### src/rtl/decodifica_hamming_pkg.sv
// Shared Hamming(15,11) constants, codeword layout and helpers for the encoder/decoder pair.
package decodifica_hamming_pkg;

   localparam int unsigned CW_W   = 15;
   localparam int unsigned DATA_W = 11;
   localparam int unsigned SYN_W  = 4;

   // Data bit positions inside the codeword (bit index i is Hamming position 15-i)
   localparam int unsigned D10_IDX = 12;
   localparam int unsigned D9_HI   = 10;
   localparam int unsigned D9_LO   = 8;
   localparam int unsigned D6_HI   = 6;

   // Parity-check masks: syndrome bit k is the XOR of the codeword bits selected by mask k
   localparam logic [SYN_W-1:0][CW_W-1:0] SYN_MASK = {
      15'h00FF,   // s[3]: bits 7..0
      15'h0F0F,   // s[2]: bits 11..8, 3..0
      15'h3333,   // s[1]: bits 13,12,9,8,5,4,1,0
      15'h5555    // s[0]: bits 14,12,...,0
   };

   // Stage A payload: received codeword and its syndrome
   typedef struct packed {
      logic [CW_W-1:0]  cw;
      logic [SYN_W-1:0] syn;
   } stage_a_t;

   // Stage B payload: corrected data with status
   typedef struct packed {
      logic [DATA_W-1:0] data;
      logic              corr;
      logic [SYN_W-1:0]  syn;
   } stage_b_t;

   // Syndrome value (Hamming position) to codeword bit index
   function automatic logic [SYN_W-1:0] syn_to_idx(input logic [SYN_W-1:0] s);
      return SYN_W'(CW_W) - s;
   endfunction

   // Pull d10..d0 out of a codeword
   function automatic logic [DATA_W-1:0] extrai_dados(input logic [CW_W-1:0] cw);
      return {cw[D10_IDX], cw[D9_HI:D9_LO], cw[D6_HI:0]};
   endfunction

endpackage

### src/rtl/sindrome_hamming.sv
// Combinational 15->4 Hamming syndrome.
module sindrome_hamming
   import decodifica_hamming_pkg::*;
(
   input  logic [CW_W-1:0]  cw,
   output logic [SYN_W-1:0] sindrome_c
);

   // Each syndrome bit is the parity of its check group
   always_comb begin
      sindrome_c = '0;
      for (int k = 0; k < int'(SYN_W); k++) begin
         sindrome_c[k] = ^(cw & SYN_MASK[k]);
      end
   end

endmodule

### src/rtl/decodifica_hamming.sv
// Two-stage pipelined Hamming(15,11) SEC decoder with valid/ready stream and saturating corrected-word counter.
module decodifica_hamming
   import decodifica_hamming_pkg::*;
#(
   parameter int unsigned CNT_W = 16
)(
   input  logic              clk,
   input  logic              rst_n,
   input  logic              in_valid,
   output logic              in_ready,
   input  logic [CW_W-1:0]   entrada,
   output logic              out_valid,
   input  logic              out_ready,
   output logic [DATA_W-1:0] saida,
   output logic              corrigido,
   output logic [SYN_W-1:0]  sindrome,
   output logic [CNT_W-1:0]  err_count,
   input  logic              clr_count
);

   logic             a_valid;
   logic             b_valid;
   stage_a_t         a_q;
   stage_b_t         b_q;
   logic [SYN_W-1:0] syn_c;
   logic             a_ready_c;
   logic             b_ready_c;
   logic [CW_W-1:0]  flip_c;
   logic [CW_W-1:0]  cw_fix_c;

   sindrome_hamming u_sindrome (
      .cw         (entrada),
      .sindrome_c (syn_c)
   );

   // Ready chain: a stage can take a word if it is empty or is emptying this cycle
   assign b_ready_c = !b_valid || out_ready;
   assign a_ready_c = !a_valid || b_ready_c;
   assign in_ready  = a_ready_c;

   // Single-bit correction of the stage A word
   always_comb begin
      flip_c = '0;
      if (a_q.syn != '0) begin
         flip_c = CW_W'(1) << syn_to_idx(a_q.syn);
      end
      cw_fix_c = a_q.cw ^ flip_c;
   end

   // Stage A: capture codeword and syndrome on input transfer
   always_ff @(posedge clk or negedge rst_n) begin
      if (!rst_n) begin
         a_valid <= 1'b0;
         a_q     <= '0;
      end else if (a_ready_c) begin
         a_valid <= in_valid;
         if (in_valid) begin
            a_q <= '{cw: entrada, syn: syn_c};
         end
      end
   end

   // Stage B: capture corrected data; holds while the consumer stalls
   always_ff @(posedge clk or negedge rst_n) begin
      if (!rst_n) begin
         b_valid <= 1'b0;
         b_q     <= '0;
      end else if (b_ready_c) begin
         b_valid <= a_valid;
         if (a_valid) begin
            b_q <= '{data: extrai_dados(cw_fix_c), corr: (a_q.syn != '0), syn: a_q.syn};
         end
      end
   end

   // Corrected-word counter: clear wins, otherwise saturating increment on corrected output transfer
   always_ff @(posedge clk or negedge rst_n) begin
      if (!rst_n) begin
         err_count <= '0;
      end else if (clr_count) begin
         err_count <= '0;
      end else if (b_valid && out_ready && b_q.corr && (err_count != {CNT_W{1'b1}})) begin
         err_count <= err_count + CNT_W'(1);
      end
   end

   assign out_valid = b_valid;
   assign saida     = b_q.data;
   assign corrigido = b_q.corr;
   assign sindrome  = b_q.syn;

endmodule

### config.mk
export PLATFORM = sky130hd
export DESIGN_NAME = decodifica_hamming
export DESIGN_NICKNAME = d
export VERILOG_FILES = /design/src/rtl/decodifica_hamming_pkg.sv /design/src/rtl/sindrome_hamming.sv /design/src/rtl/decodifica_hamming.sv
export SDC_FILE = /design/constraint.sdc
export NUM_CORES = 1
export LEC_CHECK = 0
export BUFFER_PORTS_ARGS = -buffer_cell sky130_fd_sc_hd__clkbuf_2
export CAP_MARGIN = 20
export CORE_ASPECT_RATIO = 0.6
export CORE_MARGIN = 1
export CORE_UTILIZATION = 45
export CTS_BUF_LIST = sky130_fd_sc_hd__clkbuf_16
export DETAILED_ROUTE_END_ITERATION = 7
export PLACE_DENSITY = 0.71
export RECOVER_POWER = 25
export SYNTH_ARGS = -nofsm -noshare
export SYNTH_HDL_FRONTEND = slang
export SYNTH_SLANG_ARGS = --single-unit
export TNS_END_PERCENT = 30
### constraint.sdc
create_clock -name clk -period 1.7 [get_ports clk]
set_input_delay 0.255 -clock clk [delete_from_list [all_inputs] [get_ports clk]]
set_output_delay 0.255 -clock clk [all_outputs]
set_load 0.02 [all_outputs]
==> metrics.txt, run 1 <==
Final Hold Violating Endpoints 0; pin count of the biggest net entering global routing 33; unrepaired setup endpoints after global routing true; ys flop type dfrtp_1; die width 98.7 microns; cts bufs inserted 5; initial antenna violation count 0; slack of the worst reg-to-reg path 0.01 ns; clk_lat worst skew 0.29 ns; EDFF count, synth 0; Setup CP Type reg2reg; Worst EP required 1.90 ns; hold path cells 2; Place WS -0.0195 ns; CP max FO 9; Port Buffers 53; status finished, final reports clean; commonest cells in the netlist dfrtp_1 (49), nand2_1 (30), xnor2_1 (22); Final period util 99.2%; syn_nets 262; Yosys reg bits about 50; Final nets 338; drt pass-1 iters 4; htree depth 2; clk_skew 0.00840 ns; measured slew at the worst slew-check pin 1.09 ns; antenna cell count 0; Max Fclk 0.593 GHz; Die Y-Extent 60.0 microns; Core Area approximately 5200 sq um; Core Util, Final 60.8%; Startpoint Class flip-flop; Via density 5.27; Root Driver clkbuf_16; CTS Sinks 49; Synth top area share 48.6%; Hold Crit Class in2reg; clk slew on worst S/H paths roughly 0.070 ns; synth top area cells dfrtp_1 (49%), mux2_2 (8.0%), xnor2_1 (7.6%); Final Max Tran Viols 0; count of cell types in the netlist 38; Syn Inst Count between 200 and 250; TritonCTS clock tree done; I/O pin count 54; Multi-input gate area approximately 1300 sq um; Synthesis Warnings 0; ANT nets after route 0; Wirelength per Cell between 10 and 15 microns; Vias 2022; global-route wire length before repair roughly 9 mm; Worst Reg-to-Reg Cells 4; Register Area about 1200 sq um; worst setup path endpoint err_count[8]; capturing point of the worst reg2reg path err_count[8]; Avg Synthesized Cell Area roughly 10 sq um; Final Power between 3 and 4 mW; area leader, netlist dfrtp_1; Setup crit end kind flip-flop; crit path launch out_valid; Max Cap Viol 0; post-layout instance area 3180 sq um; Max Root-Sink Buffers 2; # rows 20; asr flop ratio synth 100%; Cell Area, Placed 3010 sq um; drt drc 0; aggregate global routing overflow 0; Placer Congestion 0.848; PnR worst setup slack 0.0137 ns; Mapped Area 2520 sq um; worst vdd ir about 640 uV; Iter 0 DRT Violations 64; Power Density 1100 nW/um^2; vias in the first global route 1824; DP HPWL 4.46 mm; Min Clock Period, post-route 1.69 ns; final wirelength around 5.7 mm; gr usage total 20.8%; share of layout cells above drive strength 1 31.4%; CP arrival 1.89 ns; Setup violations, final 0; leak pwr ~1.4 nW; most frequent cell after synthesis dfrtp_1; Rel. slew slack approximately 27%; fill count 430; start of the worst register-to-register path out_valid; Die Area 5920 sq um; Layout area overhead 26.1%; sequential fraction of the synthesis area 48.6%; Initial Utilization between 40 and 50%
[worst max-delay path: stages, from the launching register on]
cell	delay, ns
dfrtp_1	0.42
and3_2	0.28
nand3_2	0.20
or4_1	0.55
a21oi_1	0.16
[per-layer routing]
metal / GRT usage (%) / vias up / routed length [microns]
met5: 0 / - / 0
met4: 6.40 / 0 / 76
met3: 5.15 / 7 / 239
met2: 29.4 / 37 / 2350
met1: 31.2 / 964 / 3080
li1: - / 1014 / -
[through the flow]
stage	hold slack [ns]	TNS (ns)	instances
2_1_floorplan	-0.0406	0	241
3_3_place_gp	0.250	0	374
3_5_place_dp	0.248	-0.0195	374
4_1_cts	0.206	0	384
5_1_grt	0.203	-0.175	384
6_report	0.201	0	384
[how the worst min path moves through the flow]
stage	startpoint	end	slack, ns
finish	in_valid	a_valid	0.20
global route	in_valid	a_valid	0.20
CTS	in_valid	a_valid	0.21
detailed placement	rst_n	err_count[12]	0.25
global placement	rst_n	err_count[12]	0.25
floorplan	rst_n	a_q[0]	-0.04
[cells in the final DEF (no fill, tap or decap), types with 4 or more instances in the layout]
master     count
dfrtp_1       48
mux2_2        18
nand2b_1       8
o31ai_1        6
nand4_1        5
clkbuf_2      40
nand3_1        7
nand2_1       29
clkbuf_1      13
o21ai_0       18
or2_2          4
or4_1          6
xnor2_1       22
xor2_1        11
a21oi_1       10
buf_4         19
clkbuf_16      5
inv_1          4
nor2_1         9
[area by class of cell]
| cell class | instances | area share (%) |
|---|---|---|
| multi-input combinational | 184 | 40.1 |
| inverter | 3 | 0.354 |
| clock buffer | 5 | 3.93 |
| tap | 66 | 2.60 |
| sequential | 49 | 38.6 |
| timing repair buffer | 74 | 13.3 |
| clock inverter | 3 | 1.18 |
[cell families (layout without fill, tap and decap cells)]
group / count (synthesis) / count (layout) / share of synthesized area [%]
AND/OR/NAND/NOR: 92 / 92 / 20.8
AO/OA/AOI/OAI: 39 / 39 / 8.98
XOR/XNOR: 33 / 33 / 11.5
buffers and inverters: 8 / 85 / 1.24
flip-flops: 49 / 49 / 48.6
multiplexers: 19 / 19 / 8.43
adder cells (fa/ha/maj): 1 / 1 / 0.496
[state kept, by name, indices dropped and copies added, names as in the netlist]
name and count:
err_count 16, a_q 15, saida 11, sindrome 4
a_valid 1, corrigido 1, out_valid 1
[power by group]
part | total (mW) | internal, mW | switching (mW)
sequential | 1.56 | 1.37 | 0.191
combinational | 0.838 | 0.343 | 0.495
clock | 1.09 | 0.684 | 0.411
total | 3.50 | 2.40 | 1.10
[what timing repair did]
item,CTS,global route
pin swaps,1,1
resized for setup,1,2
setup buffers,1,0
endpoints found under the hold margin,17,0
endpoints found under the setup margin,1,9
hold buffers,1,0
gates cloned,0,0
Power figures use the tool's default switching activity.
==> inputs of run 2 (changes only) <==
==> constraint.sdc (replaced) <==
create_clock -name clk -period 2.2 [get_ports clk]
set_input_delay 0.33 -clock clk [delete_from_list [all_inputs] [get_ports clk]]
set_output_delay 0.33 -clock clk [all_outputs]
set_load 0.02 [all_outputs]
==> run 2 against run 1 <==
  * First-iteration DRC count rose by 73%
  * Utilization down 2.8 points
  * Critical path depth unchanged
  * Clock power decreased by 21%
  * Worst hold slack gained 0.041 ns
  * Critical endpoint is now err_count[12]
  * Sequential power is 23% lower
  * Via count down 4.3%
  * Maximum frequency decreased by 12%
  * Flip-flop and latch count unchanged
  * Power shrank 22%
==> metrics.txt, run 2 (synthesis results as in run 1) <==
status finished, final reports clean (unchanged); TritonCTS clock tree done (unchanged); Power Density 898 nW/um^2 (was 1100 nW/um^2); met1 Use GR 31.8% (was 31.2%); antenna cell count 0 (unchanged); Top reg by flops err_count (unchanged); I/O pin count 54 (unchanged); hold path cells 2 (unchanged); CTS Sinks 49 (unchanged); M3 GR Usage 4.44% (was 5.15%); pin count of the biggest net entering global routing 50 (was 33); Setup crit end kind flip-flop (unchanged); Finished Layout Cells 366 (was 384); clk_skew 0.00770 ns (was 0.00840 ns); leading cell type in the layout, fill and taps excluded clkbuf_2 (was dfrtp_1); vias in the first global route 1720 (was 1824); Die Y-Extent 60.0 microns (unchanged); die width 98.7 microns (unchanged); Final period util 87.0% (was 99.2%); unrepaired setup endpoints after global routing false (was true); Die Area 5920 sq um (unchanged); cts bufs inserted 5 (unchanged); initial antenna violation count 0 (unchanged); Post-CTS Setup Repair Bufs 0 (was 1); htree depth 2 (unchanged); share of layout cells above drive strength 1 31.0% (was 31.4%); critical path's slowest cell nor4_1 (was or4_1); met2 Usage GRT 26.4% (was 29.4%); # rows 20 (unchanged); crit-path cells nand4_1 > nor4_1 > nand3_1 > mux2_2 (was and3_2 > nand3_2 > or4_1 > a21oi_1); WHS 0.242 ns (was 0.201 ns); setup TNS 0 ns (unchanged); leak pwr 1.32 nW (was 1.39 nW); ANT nets after route 0 (unchanged); final wirelength 5.40 mm (was 5.74 mm); Port Buffers 53 (unchanged); Placer Congestion 0.850 (was 0.848); Root Driver clkbuf_16 (unchanged); DP HPWL 4.13 mm (was 4.46 mm); Top Usage Layer GRT met1 (unchanged); global-route wire length before repair 8.78 mm (was 9.09 mm); hold path start in_valid (unchanged); Post-CTS Resized 0 (was 1); Place WS 0.311 ns (was -0.0195 ns); max reg flops 16 (unchanged); CP max FO 8 (was 9); start of the worst register-to-register path err_count[3] (was out_valid); Setup violations, final 0 (unchanged); Hold Path Sink a_valid (unchanged); Core Util, Final 58.1% (was 60.8%); Via density 5.29 (was 5.27); Max Cap Viol 0 (unchanged); capturing point of the worst reg2reg path err_count[12] (was err_count[8]); Final Max Tran Viols 0 (unchanged); Worst EP required 2.37 ns (was 1.90 ns); Min Clock Period, post-route 1.91 ns (was 1.69 ns); Hold Crit Class in2reg (unchanged); slack of the worst reg-to-reg path 0.29 ns (was 0.01 ns); aggregate global routing overflow 0 (unchanged); measured slew at the worst slew-check pin 1.18 ns (was 1.09 ns); CP arrival 2.09 ns (was 1.89 ns); Max Root-Sink Buffers 2 (unchanged); Final Hold Violating Endpoints 0 (unchanged); Setup CP Type reg2reg (unchanged); Wirelength per Cell 14.7 microns (was 15.0 microns); Vias 1935 (was 2022); max incr delay on CP 0.60 ns (was 0.55 ns); fill count 463 (was 430); Worst Reg-to-Reg Cells 4 (unchanged); worst vdd ir 431 uV (was 636 uV); PnR worst setup slack 0.285 ns (was 0.0137 ns); most frequent cells in the layout clkbuf_2 (54), dfrtp_1 (49), nand2_1 (30) (was dfrtp_1 (48), clkbuf_2 (40), nand2_1 (29)); Placed Cells 358 (was 374); drt pass-1 iters 5 (was 4); Rel. slew slack 21.5% (was 27.3%); Startpoint Class flip-flop (unchanged); Initial Utilization 48.2% (unchanged); clk_lat worst skew 0.29 ns (about the same); drt drc 0 (unchanged); Final nets 320 (was 338); Core Area 5230 sq um (unchanged); Layout area overhead 20.4% (was 26.1%); Iter 0 DRT Violations 111 (was 64); Hold-fix buffers, CTS 0 (was 1); clk slew on worst S/H paths 0.07 ns (about the same); gr usage total 20.0% (was 20.8%); Max Fclk 0.522 GHz (was 0.593 GHz)
==> run 2: cell types whose count changed in the layout (fill, tap and decap cells not counted), sizes merged <==
cell	change
clkbuf	+1
dlygate4sd3	-1
buf	-18
clkinvlp	+1
inv	-1
==> run 2: how the worst max path moves through the flow <==
stage / to / cells past startpoint / start
finish: err_count[12] / 4 / err_count[3]
global route: err_count[12] / 4 / err_count[3]
CTS: err_count[12] / 4 / err_count[3]
detailed placement: err_count[12] / 4 / err_count[3]
global placement: err_count[12] / 4 / err_count[3]
floorplan: a_q[12] / 4 / out_valid
==> run 2: report_power, final <==
part / switching [mW] / leakage (nW) / internal (mW) / total, mW
registers: 0.144 / 0.617 / 1.06 / 1.20
clock network: 0.327 / 0.0775 / 0.532 / 0.860
logic: 0.383 / 0.629 / 0.280 / 0.663
==> run 2: cell type report <==
class	count	area (sq um)	share of cell area (%)
timing repair buffer	56	285	9.39
tap	66	82.6	2.72
inverter	3	11.3	0.371
clock buffer	5	125	4.12
clock inverter	3	41.3	1.36
multi-input combinational	184	1260	41.7
sequential	49	1230	40.4
==> run 2: critical path, delay by kind of cell (launching register included) <==
| family | cells | cell delay (ns) |
|---|---|---|
| flops | 1 | 0.45 |
| mux | 1 | 0.29 |
| simple gates | 3 | 1.05 |
==> run 2: metal layers <==
metal | vias to the layer above | part of all wire [%] | routed length (microns)
met3 | 5 | 5.4 | 293
met2 | 51 | 38 | 2040
met5 | - | 0 | 0
li1 | 980 | - | -
met1 | 899 | 56 | 3020
met4 | 0 | 0.91 | 49
==> run 2: per-stage QoR <==
step / cell area [sq um] / total power [mW]
after floorplan: 2520 / 1.64
after global placement: 2870 / 1.87
after detailed placement: 2870 / 1.89
after CTS: 3040 / 2.74
after global routing: 3040 / 2.87
final: 3040 / 2.73
==> inputs of run 3 (changes only) <==
--- a/config.mk
+++ b/config.mk
@@ -13,7 +13,7 @@
 export CTS_BUF_LIST = sky130_fd_sc_hd__clkbuf_16
 export DETAILED_ROUTE_END_ITERATION = 7
 export PLACE_DENSITY = 0.71
-export RECOVER_POWER = 25
+export RECOVER_POWER = 100
 export SYNTH_ARGS = -nofsm -noshare
 export SYNTH_HDL_FRONTEND = slang
 export SYNTH_SLANG_ARGS = --single-unit
==> run 3 against run 2 <==
  * Clock skew is essentially flat
  * Register-to-register slack hardly changed
  * Clock-buffer cell count is the same
  * Non-clock buffer count is the same
  * Flip-flop and latch count unchanged
  * Sequential power hardly changed
  * First-iteration DRC count up 16%
  * Clock power barely moved
  * Setup slack improved by 0.0029 ns
  * Die area unchanged
  * Power fell by 1.0%
==> metrics.txt, run 3 (synthesis results as in run 1) <==
Max Root-Sink Buffers 2 (unchanged); I/O pin count 54 (unchanged); TritonCTS clock tree done (unchanged); leak pwr 1.19 nW (was 1.32 nW); ANT nets after route 0 (unchanged); worst vdd ir 428 uV (was 431 uV); gr usage total 20.0% (unchanged); Worst EP required 2.38 ns (was 2.37 ns); clk_lat worst skew 0.29 ns (about the same); Power Density 908 nW/um^2 (was 898 nW/um^2); Wirelength per Cell 14.9 microns (was 14.7 microns); Setup violations, final 0 (unchanged); Initial Utilization 48.2% (unchanged); Final Max Tran Viols 0 (unchanged); Max Cap Viol 0 (unchanged); Layout area overhead 17.8% (was 20.4%); Rel. slew slack 20.7% (was 21.5%); share of layout cells above drive strength 1 18.3% (was 31.0%); aggregate global routing overflow 0 (unchanged); htree depth 2 (unchanged); die width 98.7 microns (unchanged); crit-path cells nand4_1 > nor4_2 > nor2_1 > mux2_2 (was nand4_1 > nor4_1 > nand3_1 > mux2_2); Iter 0 DRT Violations 129 (was 111); drt drc 0 (unchanged); Hold Crit Class in2reg (unchanged); # rows 20 (unchanged); global-route wire length before repair 8.78 mm (unchanged); drt pass-1 iters 4 (was 5); max reg flops 16 (unchanged); Setup crit end kind flip-flop (unchanged); Hold-fix buffers, CTS 0 (unchanged); CTS Sinks 49 (unchanged); Die Area 5920 sq um (unchanged); vias in the first global route 1720 (unchanged); critical path's slowest cell nor4_2 (was nor4_1); Port Buffers 53 (unchanged); Final Hold Violating Endpoints 0 (unchanged); PnR worst setup slack 0.288 ns (was 0.285 ns); pin count of the biggest net entering global routing 50 (unchanged); Place WS 0.311 ns (unchanged); post-layout instance area 2970 sq um (was 3040 sq um); Placed Cells 358 (unchanged); Top reg by flops err_count (unchanged); Post-CTS Setup Repair Bufs 0 (unchanged); Min Clock Period, post-route 1.91 ns (about the same); cts bufs inserted 5 (unchanged); number of cells on the critical path 4 (unchanged); antenna cell count 0 (unchanged); final wirelength 5.47 mm (was 5.40 mm); Finished Layout Cells 366 (unchanged); Final Power 2.70 mW (was 2.73 mW); initial antenna violation count 0 (unchanged); hold path cells 2 (unchanged); unrepaired setup endpoints after global routing false (unchanged); Setup CP Type reg2reg (unchanged); DP HPWL 4.13 mm (unchanged); Die Y-Extent 60.0 microns (unchanged); CP max FO 8 (unchanged); WHS 0.242 ns (about the same); Core Util, Final 56.8% (was 58.1%); leading cell type in the layout, fill and taps excluded dfrtp_1 (was clkbuf_2); measured slew at the worst slew-check pin 1.19 ns (was 1.18 ns); Via density 5.23 (was 5.29); Startpoint Class flip-flop (unchanged); Core Area 5230 sq um (unchanged); Cell Area, Placed 2870 sq um (unchanged); Root Driver clkbuf_16 (unchanged); Max Fclk 0.523 GHz (was 0.522 GHz); Worst Reg-to-Reg Cells 4 (unchanged); Vias 1914 (was 1935); clk slew on worst S/H paths 0.07 ns (about the same); Final period util 86.9% (was 87.0%); Placer Congestion 0.850 (unchanged); setup TNS 0 ns (unchanged); Worst path top cell family by delay simple AND/OR/NAND/NOR gates (unchanged); Final nets 320 (unchanged); max incr delay on CP 0.61 ns (was 0.60 ns); Post-CTS Resized 0 (unchanged); clk_skew 0.00805 ns (was 0.00770 ns); most frequent cells in the layout dfrtp_1 (49), clkbuf_1 (36), nand2_1 (30) (was clkbuf_2 (54), dfrtp_1 (49), nand2_1 (30)); status finished, final reports clean (unchanged); Buf/Inv on CP 0 (unchanged); CP arrival 2.09 ns (about the same)
-- run 3: cell count changes in the layout (fill, tap and decap cells not counted), sizes merged --
cell    before  now
clkbuf      59   61
buf          2    0
-- run 3: power by group --
part	total, mW	leakage, nW	switching (mW)	internal (mW)
logic	0.634	0.496	0.384	0.250
registers	1.20	0.617	0.144	1.06
clock network	0.861	0.0775	0.329	0.532
-- run 3: worst paths after layout --
| kind | from | end | slack, ns |
|---|---|---|---|
| worst max-delay path | err_count[9] | err_count[0] | 0.29 |
| worst min-delay path | in_valid | a_valid | 0.24 |
| worst max register to register | err_count[9] | err_count[0] | 0.29 |
| worst min register to register | saida[4] | saida[4] | 0.48 |
| max in group asynchronous | rst_n | saida[3] | 1.12 |
| min in group asynchronous | rst_n | a_q[12] | 0.37 |
-- run 3: cell type report --
class,instances,area (sq um)
clock buffer,5,125
tap,66,82.6
inverter,3,11.3
timing repair buffer,56,235
multi-input combinational,184,1250
clock inverter,3,41.3
fill,489,2260
sequential,49,1230
-- run 3: worst reg2reg max path: cells and delay by family (launching register included) --
family,cells,cell delay (ns)
simple gates,3,1.06
flops,1,0.45
mux,1,0.30
-- run 3: routing by layer --
| layer | global-route usage (%) | vias to the layer above | share of wire [%] |
|---|---|---|---|
| li1 | - | 984 | - |
| met1 | 31.8 | 879 | 58 |
| met2 | 26.4 | 47 | 37 |
| met3 | 4.44 | 4 | 4.8 |
| met4 | 5.76 | 0 | 0.79 |
| met5 | 0 | - | 0 |
